--- src/rtl/pipe_ctrl_pkg.sv ---
// Shared types for the pipeline sequencer: FSM state encoding, drain default
// and the per-stage enable/flush control pair.
package pipe_ctrl_pkg;

  localparam int unsigned DRAIN_CYCLES_DEF = 4;

  typedef enum logic [1:0] {
    ST_RUN      = 2'd0,
    ST_MEM_WAIT = 2'd1,
    ST_DRAIN    = 2'd2,
    ST_HALTED   = 2'd3
  } state_e;

  typedef struct packed {
    logic en;
    logic flush;
  } stage_ctl_t;

endpackage

--- src/rtl/perf_ctr_s.sv ---
// Free-running wrap-around event counter.
module perf_ctr_s #(
  parameter int unsigned CNT_W = 32
) (
  input  logic             clk,
  input  logic             rst,
  input  logic             inc_i,
  output logic [CNT_W-1:0] cnt_o
);

  logic [CNT_W-1:0] cnt_q;
  logic [CNT_W-1:0] cnt_d;

  always_comb begin
    cnt_d = cnt_q;
    if (inc_i) cnt_d = cnt_q + CNT_W'(1);
  end

  always_ff @(posedge clk or posedge rst) begin
    if (rst) cnt_q <= '0;
    else     cnt_q <= cnt_d;
  end

  assign cnt_o = cnt_q;

endmodule

--- src/rtl/pipe_ctrl_s.sv ---
// Pipeline sequencer: merges load-use stall, branch redirect and dmem wait into
// per-stage enables/flushes, runs the halt/drain FSM and the perf counters.
module pipe_ctrl_s
  import pipe_ctrl_pkg::*;
#(
  parameter int unsigned CNT_W        = 32,
  parameter int unsigned DRAIN_CYCLES = DRAIN_CYCLES_DEF
) (
  input  logic             clk,
  input  logic             rst,
  input  logic             hdu_stall,
  input  logic             br_taken,
  input  logic             dmem_req,
  input  logic             dmem_ready,
  input  logic             halt_req,
  output logic             pc_en,
  output logic             ifid_en,
  output logic             idex_en,
  output logic             exmem_en,
  output logic             memwb_en,
  output logic             ifid_flush,
  output logic             idex_flush,
  output logic             memwb_bubble,
  output logic             halted,
  output logic [1:0]       state_o,
  output logic [CNT_W-1:0] stall_cnt,
  output logic [CNT_W-1:0] wait_cnt,
  output logic [CNT_W-1:0] flush_cnt
);

  localparam int unsigned DCW = (DRAIN_CYCLES > 1) ? $clog2(DRAIN_CYCLES) : 1;
  localparam logic [DCW-1:0] DRAIN_LAST = DCW'(DRAIN_CYCLES - 1);

  state_e         state_q, state_d;
  logic [DCW-1:0] drain_cnt_q, drain_cnt_d;
  logic           halted_q, halted_d;

  stage_ctl_t pc_c, ifid_c, idex_c, exmem_c, memwb_c;
  logic       bubble_c;
  logic       freeze_c;
  logic       stall_inc_c, wait_inc_c, flush_inc_c;

  assign freeze_c = dmem_req & ~dmem_ready;

  // Next state, drain counter and per-stage controls in priority order.
  always_comb begin
    state_d     = state_q;
    drain_cnt_d = drain_cnt_q;
    pc_c        = '0;
    ifid_c      = '0;
    idex_c      = '0;
    exmem_c     = '0;
    memwb_c     = '0;
    bubble_c    = 1'b0;
    stall_inc_c = 1'b0;
    wait_inc_c  = 1'b0;
    flush_inc_c = 1'b0;

    if (!rst) begin
      unique case (state_q)
        ST_RUN, ST_MEM_WAIT, ST_DRAIN: begin
          if (freeze_c) begin
            memwb_c.en = 1'b1;
            bubble_c   = 1'b1;
            wait_inc_c = 1'b1;
          end else if (br_taken) begin
            pc_c        = '{en: 1'b1, flush: 1'b0};
            ifid_c      = '{en: 1'b1, flush: 1'b1};
            idex_c      = '{en: 1'b1, flush: 1'b1};
            exmem_c.en  = 1'b1;
            memwb_c.en  = 1'b1;
            flush_inc_c = 1'b1;
          end else if (hdu_stall) begin
            ifid_c.flush = (state_q == ST_DRAIN);
            idex_c       = '{en: 1'b1, flush: 1'b1};
            exmem_c.en   = 1'b1;
            memwb_c.en   = 1'b1;
            stall_inc_c  = 1'b1;
          end else begin
            pc_c.en      = (state_q != ST_DRAIN);
            ifid_c       = '{en: 1'b1, flush: (state_q == ST_DRAIN)};
            idex_c.en    = 1'b1;
            exmem_c.en   = 1'b1;
            memwb_c.en   = 1'b1;
          end

          if (state_q == ST_DRAIN) begin
            // Dropping halt_req aborts the drain; in-flight bubbles are harmless.
            if (!halt_req) begin
              state_d = ST_RUN;
            end else if (!freeze_c) begin
              if (br_taken) begin
                drain_cnt_d = '0;
              end else if (!hdu_stall) begin
                if (drain_cnt_q == DRAIN_LAST) state_d = ST_HALTED;
                else drain_cnt_d = drain_cnt_q + DCW'(1);
              end
            end
          end else if (freeze_c) begin
            state_d = ST_MEM_WAIT;
          end else if (halt_req) begin
            state_d     = ST_DRAIN;
            drain_cnt_d = '0;
          end else begin
            state_d = ST_RUN;
          end
        end
        ST_HALTED: begin
          if (!halt_req) state_d = ST_RUN;
        end
        default: state_d = ST_RUN;
      endcase
    end
  end

  assign halted_d = (state_d == ST_HALTED);

  always_ff @(posedge clk or posedge rst) begin
    if (rst) begin
      state_q     <= ST_RUN;
      drain_cnt_q <= '0;
      halted_q    <= 1'b0;
    end else begin
      state_q     <= state_d;
      drain_cnt_q <= drain_cnt_d;
      halted_q    <= halted_d;
    end
  end

  assign pc_en        = pc_c.en;
  assign ifid_en      = ifid_c.en;
  assign idex_en      = idex_c.en;
  assign exmem_en     = exmem_c.en;
  assign memwb_en     = memwb_c.en;
  assign ifid_flush   = ifid_c.flush;
  assign idex_flush   = idex_c.flush;
  assign memwb_bubble = bubble_c;
  assign halted       = halted_q;
  assign state_o      = state_q;

  perf_ctr_s #(.CNT_W(CNT_W)) u_stall_ctr (
    .clk   (clk),
    .rst   (rst),
    .inc_i (stall_inc_c),
    .cnt_o (stall_cnt)
  );

  perf_ctr_s #(.CNT_W(CNT_W)) u_wait_ctr (
    .clk   (clk),
    .rst   (rst),
    .inc_i (wait_inc_c),
    .cnt_o (wait_cnt)
  );

  perf_ctr_s #(.CNT_W(CNT_W)) u_flush_ctr (
    .clk   (clk),
    .rst   (rst),
    .inc_i (flush_inc_c),
    .cnt_o (flush_cnt)
  );

endmodule

--- config.mk ---
export PLATFORM = sky130hd
export DESIGN_NAME = pipe_ctrl_s
export DESIGN_NICKNAME = d
export VERILOG_FILES = /design/src/rtl/pipe_ctrl_pkg.sv /design/src/rtl/perf_ctr_s.sv /design/src/rtl/pipe_ctrl_s.sv
export SDC_FILE = /design/constraint.sdc
export NUM_CORES = 1
export LEC_CHECK = 0
export CAP_MARGIN = 5
export CORE_MARGIN = 10
export CORE_UTILIZATION = 50
export DETAILED_ROUTE_END_ITERATION = 10
export GPL_ROUTABILITY_DRIVEN = 0
export GPL_TIMING_DRIVEN = 0
export HOLD_SLACK_MARGIN = 0.06
export PLACE_DENSITY = 0.8
export SYNTH_ARGS = -nofsm -noshare
export SYNTH_HDL_FRONTEND = slang
export SYNTH_HIERARCHICAL = 1
export SYNTH_SLANG_ARGS = --single-unit
export TNS_END_PERCENT = 50
--- constraint.sdc ---
create_clock -name clk -period 2.4 [get_ports clk]
set_input_delay 0.24 -clock clk [delete_from_list [all_inputs] [get_ports clk]]
set_output_delay 0.24 -clock clk [all_outputs]
set_load 0.02 [all_outputs]
After elaboration in Yosys (flattened, before gate mapping). Cells that the tools add are included.

Flip-flop bits (word level): 101. Bits of input ports: 7. Output and inout port bits: 107. Logic and storage cells: 75.

Add/subtract/negate cells: 4. Eq/ne operators: 8. Multiplexer cells: 50. Bitwise logic cells: 4. Reductions and logical operators: 3.

Operators with widths (number): $add A32 B1 Y32 const B (3); $mux W2 (28); $mux W1 (21); $eq A2 B2 Y1 const B (4); $ne A3 B3 Y1 const B (2); $reduce_and A6 Y1 (1); $pmux W2 S2 (1); $not A1 Y1 (3); $reduce_or A3 Y1 (1); $add A2 B1 Y2 const B (1); $eq A2 B1 Y1 const B (1); $logic_not A2 Y1 (1); $ne A2 B2 Y1 const B (1); $and A1 B1 Y1 (1).

Depth between registers and ports, before layout.
Depth in word-level cells: 10. Depth in mapped cells: 8. Gate-level depth less buffers: 8.

By module. The synthesis kept the hierarchy.

By module, submodules not included: perf_ctr_s at u_flush_ctr ... (instances 2, cells each 126, area each 1510.2 µm², seq. area each 800.8 µm²); perf_ctr_s at u_wait_ctr (instances 1, cells each 125, area each 1458.9 µm², seq. area each 800.8 µm²); pipe_ctrl_s (instances 1, cells each 42, area each 346.6 µm², seq. area each 125.1 µm²).

Worst setup path before layout. Ideal clock, no wire load.

Kind: register to register. Start point: register state_q[1], in the netlist state_o[1]. End point: register u_wait_ctr.cnt_q[23], in the netlist u_wait_ctr/cnt_o[23]. Setup time: 0.131 ns. Arrival time: 2.729 ns. Required time: 2.269 ns. Setup slack: -0.460 ns. Cell stages (with the launch flop): 7. Path buffers: 0. Period minus slack after synthesis: 2.860 ns. Path through: dfrtp_1 a21oi_1 nor2b_1 nand4_2 nor4_4 nand4_1 xnor2_1.

Longest elaborated chain between the ends: 4. Elaborated cells between the ends (all ways): 6. Classes of those cells: eq/ne: 2; mux: 2; reduce/logical: 2.

Ends and longest elaborated chain: from (decl) (line pipe_ctrl_s.sv:34) `state_e state_q, state_d;`; from (signal assigned) (line pipe_ctrl_s.sv:124) `state_q <= state_d;`; $eq A2 B2 Y1, or another cell as far along; $reduce_or A3 Y1 (*); $mux W1 (*) (2 in series); net memwb_bubble (line pipe_ctrl_s.sv:23) `output logic memwb_bubble,`; to (signal assigned) (line perf_ctr_s.sv:21) `else cnt_q <= cnt_d;`; to (decl) (line perf_ctr_s.sv:11) `logic [CNT_W-1:0] cnt_q;`.

The timed path passes the listed nets; every way through them passes the cells marked *. A chain may end at the register's enable or synchronous reset.

Worst setup path in the final report.
Start point: register state_q[1], in the netlist state_o[1]. End point: output ifid_en.

Longest elaborated chain between the ends: 4. Elaborated cells between the ends (all ways): 6. Classes of those cells: eq/ne: 2; mux: 2; reduce/logical: 2.

Ends and longest elaborated chain: $eq A2 B2 Y1, or another cell as far along (line pipe_ctrl_s.sv:60) `unique case (state_q)`; $reduce_or A3 Y1 (*) (line pipe_ctrl_s.sv:60); $mux W2 (*) (line pipe_ctrl_s.sv:60); $mux W2 (*) (line pipe_ctrl_s.sv:59) `if (!rst) begin`; to (decl) (line pipe_ctrl_s.sv:17) `output logic ifid_en,`.

Every way passes the cells marked *; elsewhere a longest branch is shown, timed or not.

==> flow_summary.ini <==
[cts]
path_clk_slew_ns = 0.10
cts.sink_count = 101
tritoncts_buffer_count = 9
clock_root_buffer = sky130_fd_sc_hd__clkbuf_8
clk-insertion-delay-late_ns = 0.36
tritoncts_clock_tree = yes
h-tree-depth = 3
ctsLongestPathBuffers = 2
holdBufCountCts = 0

[logic_synthesis]
synthMuxAreaShare_pct = 0.9334
yosys_register_bits = 101
share_of_the_synthesized_area_in_compound_gates_ao_oa_aoi_oai_pct = 1.219
syn-mean-instance-area_um2 = 11.52
synthesized_net_count = 430
fraction_of_the_mapped_netlist_area_in_simple_logic_gates_pct = 25.72
synth_top_family_by_area = simple AND/OR/NAND/NOR gates
syn_inst_count = 419
synthesis.yosys.warnings = 6
seq_area_frac_synth_pct = 52.37
post_synthesis_cell_area_um2 = 4826
yosys.area_share.adder_pct = 1.037
synthDistinctLibCells = 39
synth-xor-area-share_pct = 16.88

[timing]
setup_viol = 0
finalMaxSlewViolations = 0
finalHoldViolCount = 0
setup-tns-final_ns = 0
max_clock_freq_mhz = 444.1
timing.final.ws_setup_ns = 0.1480
min_period_ns = 2.252
rsz_0062_raised_after_global_routing = false
slew_headroom_pct = 69.73
finalClockSkew_ns = 0.01478
fin_crit_sh_pct = 93.83
worstMarginPinSlew_ns = 0.4498

[place]
detailedPlacementHpwl_um = 8232
post-place-ws_ns = -0.4351
io_buffer_count = 113

[critical_path]
worst_ep_required_time_ns = 2.16
worstPathCellList = a21oi_4, nand2_1, a21oi_1, clkdlybuf4s50_1
worstSetupPathType = reg2out
setup.worst_path.end_class = primary output
signal_arrival_time_at_the_worst_endpoint_ns = 2.01
critical_path.startpoint_type = flop
regToRegSetupSlack_ns = 0.16
worstPathMaxFanout = 8
cp_slowest_cell = sky130_fd_sc_hd__clkdlybuf4s50_1
timing.critical_path.slowest_cell_delay_ns = 0.64

[power]
vdd_drop_max_uv = 509.1
pwr_density_cell_nw_per_um2 = 579.5
cellLeakagePower_nw = 2.953
finalPower_mw = 3.735

[grt]
grt_pass1_wl_um = 18530
total_overflow_reported_by_the_global_router = 0
first_global_vias = 3660
grt_antenna_before_repair = 0
global_route.usage.total_pct = 15.55
grt_start_max_net_pins = 33
met1_usage_pct = 18.60
grt.met3_usage_pct = 5.997
global_route.peak_usage_layer = met2
gr-usage-met2_pct = 25.28

[layout]
synthToLayoutAreaGrowth_pct = 33.55
nFillCells = 732
layout_commonest_cell = sky130_fd_sc_hd__clkdlybuf4s50_1
num_antenna_cells = 0
final_net_count = 559
fraction_of_layout_cells_with_a_size_suffix_above_1_pct = 11.41
final_cell_mix = 111 x sky130_fd_sc_hd__clkdlybuf4s50_1, 100 x sky130_fd_sc_hd__dfrtp_1, 47 x sky130_fd_sc_hd__xnor2_1

[detailed_routing]
vias = 3598
total_routed_wirelength_um = 11320
drt_iter0_drc = 147
wl_per_cell_um = 16.63
drt_pass1_iterations = 4
drtAntennaViolNets = 0
detail_route.vias_per_cell = 5.283
drc = 0

[floorplanning]
core_area_um2 = 9328
die_width_um = 118.2
design.die.area_um2 = 13980
die-height_um = 118.2
floorplan.initialDensity_pct = 51.74
core.rowCount = 35
io_pins = 114

[flow_run]
max_cap_check_violation_count = 0

[min_path]
hold_class = in2async

[run_status]
status = finished, final reports clean
[final timing paths]
path                                             from               endpoint  cells after the start
worst min register to register  u_flush_ctr/cnt_o[31]  u_flush_ctr/cnt_o[31]                      1
max in group asynchronous                         rst   u_flush_ctr/cnt_o[5]                      3
worst min-delay path                              rst         drain_cnt_q[0]                      2
min in group clk                u_flush_ctr/cnt_o[31]  u_flush_ctr/cnt_o[31]                      1
worst max register to register             state_o[1]  u_stall_ctr/cnt_o[30]                      8
worst max-delay path                       state_o[1]                ifid_en                      4
[power by group]
part / total, mW / internal (mW) / switching, mW
Clock: 1.09 / 0.509 / 0.576
Sequential: 1.98 / 1.81 / 0.166
Combinational: 0.672 / 0.327 / 0.344
Total: 3.73 / 2.65 / 1.09
[cell usage after synthesis]
library cell,n,area share (%)
sky130_fd_sc_hd__a21oi_1,5,0.52
sky130_fd_sc_hd__a22o_1,1,0.18
sky130_fd_sc_hd__and2_1,6,0.78
sky130_fd_sc_hd__and2b_1,1,0.16
sky130_fd_sc_hd__and3_1,12,1.6
sky130_fd_sc_hd__and4_1,6,1.1
sky130_fd_sc_hd__and4_2,2,0.41
sky130_fd_sc_hd__and4_4,4,0.93
sky130_fd_sc_hd__buf_2,2,0.21
sky130_fd_sc_hd__buf_4,1,0.16
sky130_fd_sc_hd__buf_6,2,0.47
sky130_fd_sc_hd__clkbuf_1,1,0.078
sky130_fd_sc_hd__dfrtp_1,101,52
sky130_fd_sc_hd__ha_1,4,1.0
sky130_fd_sc_hd__inv_1,12,0.93
sky130_fd_sc_hd__mux2_2,4,0.93
sky130_fd_sc_hd__nand2_1,37,2.9
sky130_fd_sc_hd__nand2b_1,3,0.39
sky130_fd_sc_hd__nand3_1,29,3.0
sky130_fd_sc_hd__nand3_2,2,0.41
sky130_fd_sc_hd__nand3_4,2,0.73
sky130_fd_sc_hd__nand4_1,18,2.3
sky130_fd_sc_hd__nand4_2,2,0.52
sky130_fd_sc_hd__nand4_4,3,1.3
sky130_fd_sc_hd__nand4b_1,1,0.18
sky130_fd_sc_hd__nor2_1,19,1.5
sky130_fd_sc_hd__nor2b_1,3,0.39
sky130_fd_sc_hd__nor3_1,15,1.6
sky130_fd_sc_hd__nor3_2,1,0.21
sky130_fd_sc_hd__nor3b_1,2,0.31
sky130_fd_sc_hd__nor3b_2,1,0.26
sky130_fd_sc_hd__nor4_1,11,1.4
sky130_fd_sc_hd__nor4_4,6,2.6
sky130_fd_sc_hd__nor4b_2,2,0.62
sky130_fd_sc_hd__o21ai_0,3,0.31
sky130_fd_sc_hd__o32a_1,1,0.21
sky130_fd_sc_hd__or2_2,1,0.13
sky130_fd_sc_hd__xnor2_1,47,8.5
sky130_fd_sc_hd__xor2_1,46,8.3
[per-layer routing]
layer | vias to the layer above | share of wire [%]
li1 | 1710 | -
met1 | 1780 | 42
met2 | 98 | 49
met3 | 10 | 7.9
met4 | 0 | 0.87
met5 | - | 0
[cell families after synthesis]
family	after synthesis
simple gates	189
xor+xnor	93
flops	101
compound gates	10
fa+ha+maj	4
buf+inv	18
mux	4
[layout make-up]
type / instances / area (um^2) / area share [%]
clock inverters: 5 / 60.06 / 0.9319
clock buffers: 10 / 137.6 / 2.136
inverters: 12 / 45.04 / 0.6989
multi-input cells: 300 / 2242 / 34.79
repair buffers: 118 / 1226 / 19.03
plain buffers: 6 / 43.79 / 0.6795
well taps: 129 / 161.4 / 2.504
flip-flops and latches: 101 / 2529 / 39.24
[registers in the layout (all words and copies together), names as in the netlist]
signal / count
drain_cnt_q: 2
halted: 1
state_o: 2
u_flush_ctr/cnt_o: 32
u_stall_ctr/cnt_o: 32
u_wait_ctr/cnt_o: 32
[metrics by stage]
| stage | util, % | instances | hold slack (ns) | area, um^2 |
|---|---|---|---|---|
| 6_report | 69.09 | 681 | 0.1148 | 6445 |
| 5_1_grt | 69.09 | 681 | 0.1323 | 6445 |
| 4_1_cts | 67.86 | 676 | 0.1165 | 6330 |
| 3_5_place_dp | 65.74 | 661 | 0.4578 | 6132 |
| 3_3_place_gp | 65.74 | 661 | 0.4573 | 6132 |
| 2_1_floorplan | - | 419 | 0.03514 | 4840 |
[worst max-delay path: cells and delay by family (launching register included)]
kind	cells	cell delay, ns
AOI/OAI and AO/OA	2	0.38
DFF	1	0.48
and+or+nand+nor	1	0.15
buffers and inverters	1	0.64
[repair_timing]
item	in CTS	in global routing
resized for setup	3	6
cloned	0	0
setup endpoints to repair	13	38
setup buffers	0	2
pin swaps	1	2
Power figures use the tool's default switching activity.
